## config.mk

```make
export PLATFORM = sky130hd
export DESIGN_NAME = instruction_sequencer
export DESIGN_NICKNAME = d
export VERILOG_FILES = /design/src/rtl/instruction_sequencer.sv
export SDC_FILE = /design/constraint.sdc
export NUM_CORES = 1
export LEC_CHECK = 0
export BUFFER_PORTS_ARGS = -buffer_cell sky130_fd_sc_hd__buf_2
export CORE_ASPECT_RATIO = 1.25
export CORE_UTILIZATION = 23
export DETAILED_ROUTE_END_ITERATION = 7
export PLACE_DENSITY = 0.46
export SLEW_MARGIN = 20
export SYNTH_ARGS = -nofsm -noshare
export SYNTH_HDL_FRONTEND = slang
export SYNTH_SLANG_ARGS = --single-unit
```

## constraint.sdc

```tcl
create_clock -name clock_i -period 1.5 [get_ports clock_i]
set_input_delay 0 -clock clock_i [delete_from_list [all_inputs] [get_ports clock_i]]
set_output_delay 0 -clock clock_i [all_outputs]
set_load 0.05 [all_outputs]
```

## src/rtl/instruction_sequencer.sv

```systemverilog
// rtl/instruction_sequencer.sv - fetch/decode sequencer owning the PC, IR and control flow
// Control-only commands resolve in ISSUE; MOV/ACC/conditional JMP wait for the datapath handshake.
module instruction_sequencer #(
    parameter logic [7:0] RESET_ADDR = 8'd0
) (
    input  logic        clock_i,
    input  logic        reset_i,
    input  logic        run_i,
    output logic [7:0]  instr_address_o,
    input  logic [31:0] instruction_i,
    input  logic [7:0]  flags_i,
    input  logic        cond_true_i,
    output logic        dec_valid_o,
    input  logic        exec_ready_i,
    output logic [2:0]  dec_cmd_o,
    output logic [2:0]  dec_op_o,
    output logic        arg1_type_o,
    output logic [7:0]  arg1_o,
    output logic        arg2_type_o,
    output logic [7:0]  arg2_o,
    output logic [7:0]  dec_addr_o,
    output logic        flag_ack_o,
    output logic [2:0]  flag_ack_bit_o
);

    localparam logic [2:0] CMD_NOP = 3'd0;
    localparam logic [2:0] CMD_MOV = 3'd1;
    localparam logic [2:0] CMD_ACC = 3'd2;
    localparam logic [2:0] CMD_JMP = 3'd3;
    localparam logic [2:0] CMD_ATC = 3'd4;
    localparam logic [2:0] OP_UNC  = 3'd0;

    localparam logic [0:0] ST_FETCH = 1'b0;
    localparam logic [0:0] ST_ISSUE = 1'b1;

    logic [7:0]  pc_q, pc_d;
    logic [31:0] ir_q, ir_d;
    logic [0:0]  state_q, state_d;
    logic [7:0]  pc_inc;

    assign instr_address_o = pc_q;
    assign dec_cmd_o       = ir_q[31:29];
    assign dec_op_o        = ir_q[28:26];
    assign arg1_type_o     = ir_q[25];
    assign arg1_o          = ir_q[24:17];
    assign arg2_type_o     = ir_q[16];
    assign arg2_o          = ir_q[15:8];
    assign dec_addr_o      = ir_q[7:0];
    assign pc_inc          = pc_q + 8'd1;

    always_comb begin
        pc_d           = pc_q;
        ir_d           = ir_q;
        state_d        = state_q;
        dec_valid_o    = 1'b0;
        flag_ack_o     = 1'b0;
        flag_ack_bit_o = 3'd0;
        if (state_q == ST_FETCH) begin
            if (run_i) begin
                ir_d    = instruction_i;
                state_d = ST_ISSUE;
            end
        end else begin
            case (dec_cmd_o)
                CMD_MOV, CMD_ACC: begin
                    dec_valid_o = 1'b1;
                    if (exec_ready_i) begin
                        pc_d    = pc_inc;
                        state_d = ST_FETCH;
                    end
                end
                CMD_JMP: begin
                    if (dec_op_o == OP_UNC) begin
                        pc_d    = dec_addr_o;
                        state_d = ST_FETCH;
                    end else begin
                        // cond_true only matters on the accepting cycle
                        dec_valid_o = 1'b1;
                        if (exec_ready_i) begin
                            pc_d    = cond_true_i ? dec_addr_o : pc_inc;
                            state_d = ST_FETCH;
                        end
                    end
                end
                CMD_ATC: begin
                    if (flags_i[dec_op_o]) begin
                        pc_d           = dec_addr_o;
                        flag_ack_o     = 1'b1;
                        flag_ack_bit_o = dec_op_o;
                    end else begin
                        pc_d = pc_inc;
                    end
                    state_d = ST_FETCH;
                end
                // CMD_NOP and undefined codes fall through to sequential fetch
                default: begin
                    pc_d    = pc_inc;
                    state_d = ST_FETCH;
                end
            endcase
        end
    end

    always_ff @(posedge clock_i) begin
        if (reset_i) begin
            pc_q    <= RESET_ADDR;
            ir_q    <= 32'd0;
            state_q <= ST_FETCH;
        end else begin
            pc_q    <= pc_d;
            ir_q    <= ir_d;
            state_q <= state_d;
        end
    end

endmodule

```

# Word-level counts from Yosys, hierarchy flattened
# Index checks and enable logic that the tools add are counted.
# classes
n_eq_ne,6
bitwise,1
n_addsub,1
magnitude_cmp,1
n_reduce_logical,4
mux,22
# op_table
op,n
8-bit two-way mux,5
8-bit case mux with 3 select lines,1
1-bit two-way mux,10
3-bit two-way mux,3
"8-bit by 1-bit adder with 8-bit output, second input constant",1
"3-bit by 2-bit == test with 1-bit output, second input constant",2
"3-bit by 4-bit < comparator with 1-bit output, second input constant",1
1-bit case mux with 2 select lines,2
1-bit binary-select mux with 3-bit select,1
"3-bit by 1-bit == test with 1-bit output, second input constant",1
"3-bit == test, second input constant",1
3-bit zero test,1
"3-bit inequality test, second input constant",1
3-bit AND reduction,1
"2-bit inequality test, second input constant",1
2-bit AND reduction,1
2-bit OR reduction,1
1-bit inverter,1
# totals
ff_bits,41
word_cells,38
out_inout_bits,45

# Logic depth before layout (Yosys ltp)
# logic_depth
ltp_word,5
ltp_mapped,7
depth_no_buf,5

# Least setup slack after synthesis
# OpenSTA, ideal clock, no wires.
# synth_path
path_type,register to output
from,register ir_q[26]
to,output port flag_ack_bit_o[0]
stages_incl_launch_ff,6
setup_slack_ns,-1.824
arrival_ns,3.324
n_path_buf,1
t_required_ns,1.500
path_cell_list,dfxtp_1 clkbuf_2 nor2_1 o2bb2ai_2 nor4_1 and2_1
# synth_between
elab_chain_cells,5
# synth_lines
element,line_no,source
"start, declared",37,"logic [31:0] ir_q, ir_d;"
"start signal, assigned",111,ir_q <= ir_d;
1-bit binary-select mux with 3-bit select,86,if (flags_i[dec_op_o]) begin
1-bit two-way mux (not written as such),86,
3-bit two-way mux *,86,
3-bit two-way mux *,64,case (dec_cmd_o)
3-bit two-way mux *,58,if (state_q == ST_FETCH) begin
"end, declared",23,output logic [2:0] flag_ack_bit_o
# Mark *: on every way between the ends. The rest lies on a longest branch, timed or not. The select of a mux whose other input is x is not followed.

# Final worst setup path
# layout_path
from,register ir_q[27]
to,output port flag_ack_bit_o[1]
# Same word-level chain as after synthesis.

==> results.py <==
metrics = {
    "status": {
        "outcome": "finished with violations",
        "violations": "setup timing",
    },
    "layout": {
        "drive_gt1_share_pct": 40.36,
        "final_cell_count_no_fill": 479,
        "final_area_um2": 3139,
        "area_delta_synth_final_pct": 64.74,
        "nets": 429,
        "layout_common_cells": "buf_2, nand2_1, dlygate4sd3_1",
        "antenna_cells": 0,
        "final_common_cell": "buf_2",
        "multiInputGateArea_um2": 1011,
        "nFillCells": 844,
        "regArea_um2": 837.1,
    },
    "detailed_routing": {
        "wl_met2_um": 3083,
        "initialDrtViolationCount": 58,
        "ant_nets": 0,
        "met3WireLength_um": 205,
        "wl_per_cell_um": 12.13,
        "top_layer_used": "met4",
        "drt-met1-wl_um": 2441,
        "vias": 2108,
        "drcViolationCount": 0,
        "drt_pass1_iterations": 4,
        "wl_um": 5811,
        "viasPerCell": 4.401,
    },
    "floorplan": {
        "ios": 90,
        "die_area_um2": 8656,
        "start_util_pct": 24.04,
        "fp.dieW_um": 83.42,
        "rows": 36,
        "die_h_um": 103.8,
        "fp.coreArea_um2": 7928,
    },
    "timing": {
        "timing.setup.tns_ns": -2.265,
        "max_freq_mhz": 568.9,
        "setup_violations": 11,
        "slew_headroom_pct": 68.48,
        "slew_violations": 0,
        "worst_slack_ns": -0.2577,
        "tightest_slew_ns": 0.4727,
        "post-route-min-period_ns": 1.758,
        "hold_violations": 0,
        "fin_skew_ns": 0.004827,
        "period_share_pct": 117.2,
        "rsz0062_at_grt": "yes",
    },
    "global_routing": {
        "grt-ovfl-total": 0,
        "antenna_found_initial": 0,
        "grt.total_usage_pct": 13.58,
        "grt_pass1_wl_um": 9515,
        "grt_max_degree": 20,
        "grt_pass1_vias": 2060,
    },
    "pwr": {
        "combPwrFrac_pct": 30.7,
        "power_frac_seq_pct": 43.0,
        "p_int_uw": 1887,
        "total_power_uw": 2856,
        "p_sw_share_pct": 33.90,
        "pwr_density_cell_nw_per_um2": 909.6,
        "power.switching_uw": 968.1,
        "irDropWorstVdd_mv": 0.3589,
        "p_leak_uw": 0.001404,
        "pwr-share-clk_pct": 26.3,
    },
    "critical_path": {
        "critPathMaxFanout": 8,
        "r2r_start": "ir_q[27]$_SDFFE_PP0P_",
        "endpoint_kind": "output pin",
        "required_ns": 1.50,
        "cpPeakStageDelay_ns": 0.39,
        "setup.worst_path.start": "ir_q[27]$_SDFFE_PP0P_",
        "arrival_ns": 1.76,
        "cp_slowest_cell": "dfxtp_4",
        "worst_setup_path_start_kind": "flip-flop",
        "crit_chain": "mux2_4 -> o2bb2ai_2 -> buf_4 -> nor4_4 -> and2_4 -> buf_8",
        "crit_type": "reg2out",
    },
    "run": {
        "maxCapViolCount": 0,
    },
    "clock_network": {
        "insertion_delay_ns": 0.29,
        "cts_max_level": 2,
        "clk_pin_slew_ns": 0.08,
        "cts_sinks": 41,
        "clockBufferDepth": 2,
        "cts_tree": "done",
        "numCtsBuffers": 5,
        "root_buffer": "clkbuf_8",
    },
    "synthesis": {
        "netlist_area_um2": 1906,
        "syn-instance-count": 237,
        "synth_area_leaders": "dfxtp_1, nand2_1, a21oi_1",
        "yosys.area.top_type_share_pct": 43.07,
        "syn_area_per_cell_um2": 8.040,
        "synthDistinctLibCells": 45,
        "ys_seq_area_share_pct": 43.07,
        "yosysWarnings": 0,
        "ys_ff_latch": 41,
        "synth_top_cell_by_area": "dfxtp_1",
        "synth_nets": 283,
    },
    "hold_path": {
        "hp-class": "in2reg",
        "holdCritStartpoint": "reset_i",
    },
    "place": {
        "gp_congestion": 0.7558,
        "io_buffers": 89,
        "dp_cells": 435,
        "dpl_cell_area_um2": 2653,
        "dp_hpwl_um": 4081,
    },
}
[final cells by class]
| cell class | count | share of cell area (%) |
|---|---|---|
| timing repair buffer | 155 | 34.00 |
| multi-input combinational | 176 | 32.20 |
| sequential | 41 | 26.66 |
| tap | 95 | 3.786 |
| clock buffer | 8 | 2.870 |
| inverter | 4 | 0.4783 |
[critical path, delay by kind of cell, from the launching register on]
kind	cells	cell delay, ns
AOI/OAI and AO/OA	1	0.08
buffers and inverters	2	0.28
DFF	1	0.39
muxes	1	0.22
and+or+nand+nor	2	0.51
[metrics by stage]
step	worst slack, ns	utilization [%]	hold slack [ns]
4_1_cts	-0.2679	39.32	0.05763
3_3_place_gp	-0.2111	33.46	0.2367
6_report	-0.2577	39.60	0.05227
5_1_grt	-0.3642	39.60	0.06132
3_5_place_dp	-0.2254	33.46	0.2440
2_1_floorplan	-0.4360	-	0.1256
[synth_stat cells, drive strengths merged]
cell / n
nand2: 80
dfxtp: 41
a21oi: 33
clkbuf: 9
buf: 6
nand3: 6
a31oi: 5
a21o: 4
inv: 4
mux2i: 4
nor2: 4
or3: 4
a211oi: 3
and3: 3
mux2: 3
o21ai: 3
and2: 2
nand2b: 2
nand4: 2
nor3: 2
nor4: 2
or2b: 2
a211o: 1
a221oi: 1
and4: 1
clkdlybuf4s50: 1
ha: 1
nor2b: 1
nor3b: 1
o2111ai: 1
o21a: 1
o22ai: 1
o2bb2ai: 1
o31ai: 1
or4: 1
[sequential cells by signal (all words and copies together), names as in the netlist]
signal and cells:
state_q 1, instr_address_o 8, ir_q 32
[routing by layer]
metal  GRT usage [%]  vias to the layer above
li1                -                     1100
met1           15.15                      954
met2           25.59                       49
met3           2.311                        5
met4           4.722                        0
met5               0                        -
[path summary, 6_finish.rpt]
kind	end	slack, ns	cells after the start
worst min-delay path	ir_q[5]$_SDFFE_PP0P_	0.05	2
worst max register to register	instr_address_o[3]$_SDFFE_PP0P_	-0.24	6
worst max-delay path	flag_ack_bit_o[1]	-0.26	6
worst min register to register	ir_q[13]$_SDFFE_PP0P_	0.45	2
[cells by family after synthesis]
logic type / after synthesis / share of synthesized area, %
buffers and inverters: 20 / 6.106
AO/OA/AOI/OAI: 55 / 19.17
AND/OR/NAND/NOR: 113 / 26.72
multiplexers: 7 / 4.268
adder cells (fa/ha/maj): 1 / 0.6565
flip-flops: 41 / 43.07
[power by group through the flow]
stage | registers [uW] | clock network, uW | logic [uW]
global route | 1240 | 835 | 945
floorplan | 1480 | 0 | 297
global placement | 1250 | 0 | 797
finish | 1230 | 751 | 877
CTS | 1230 | 788 | 873
detailed placement | 1250 | 0 | 801
[what timing repair did]
item / 4_1_cts / 5_1_grt
gates resized for setup: 11 / 2
pin swaps: 7 / 4
setup endpoints to repair: 12 / 13
setup buffers: 1 / 2
hold buffers: 33 / 0
cloned: 0 / 0
hold endpoints to repair: 33 / 0
Note: power is estimated with default switching activity, not from simulation.
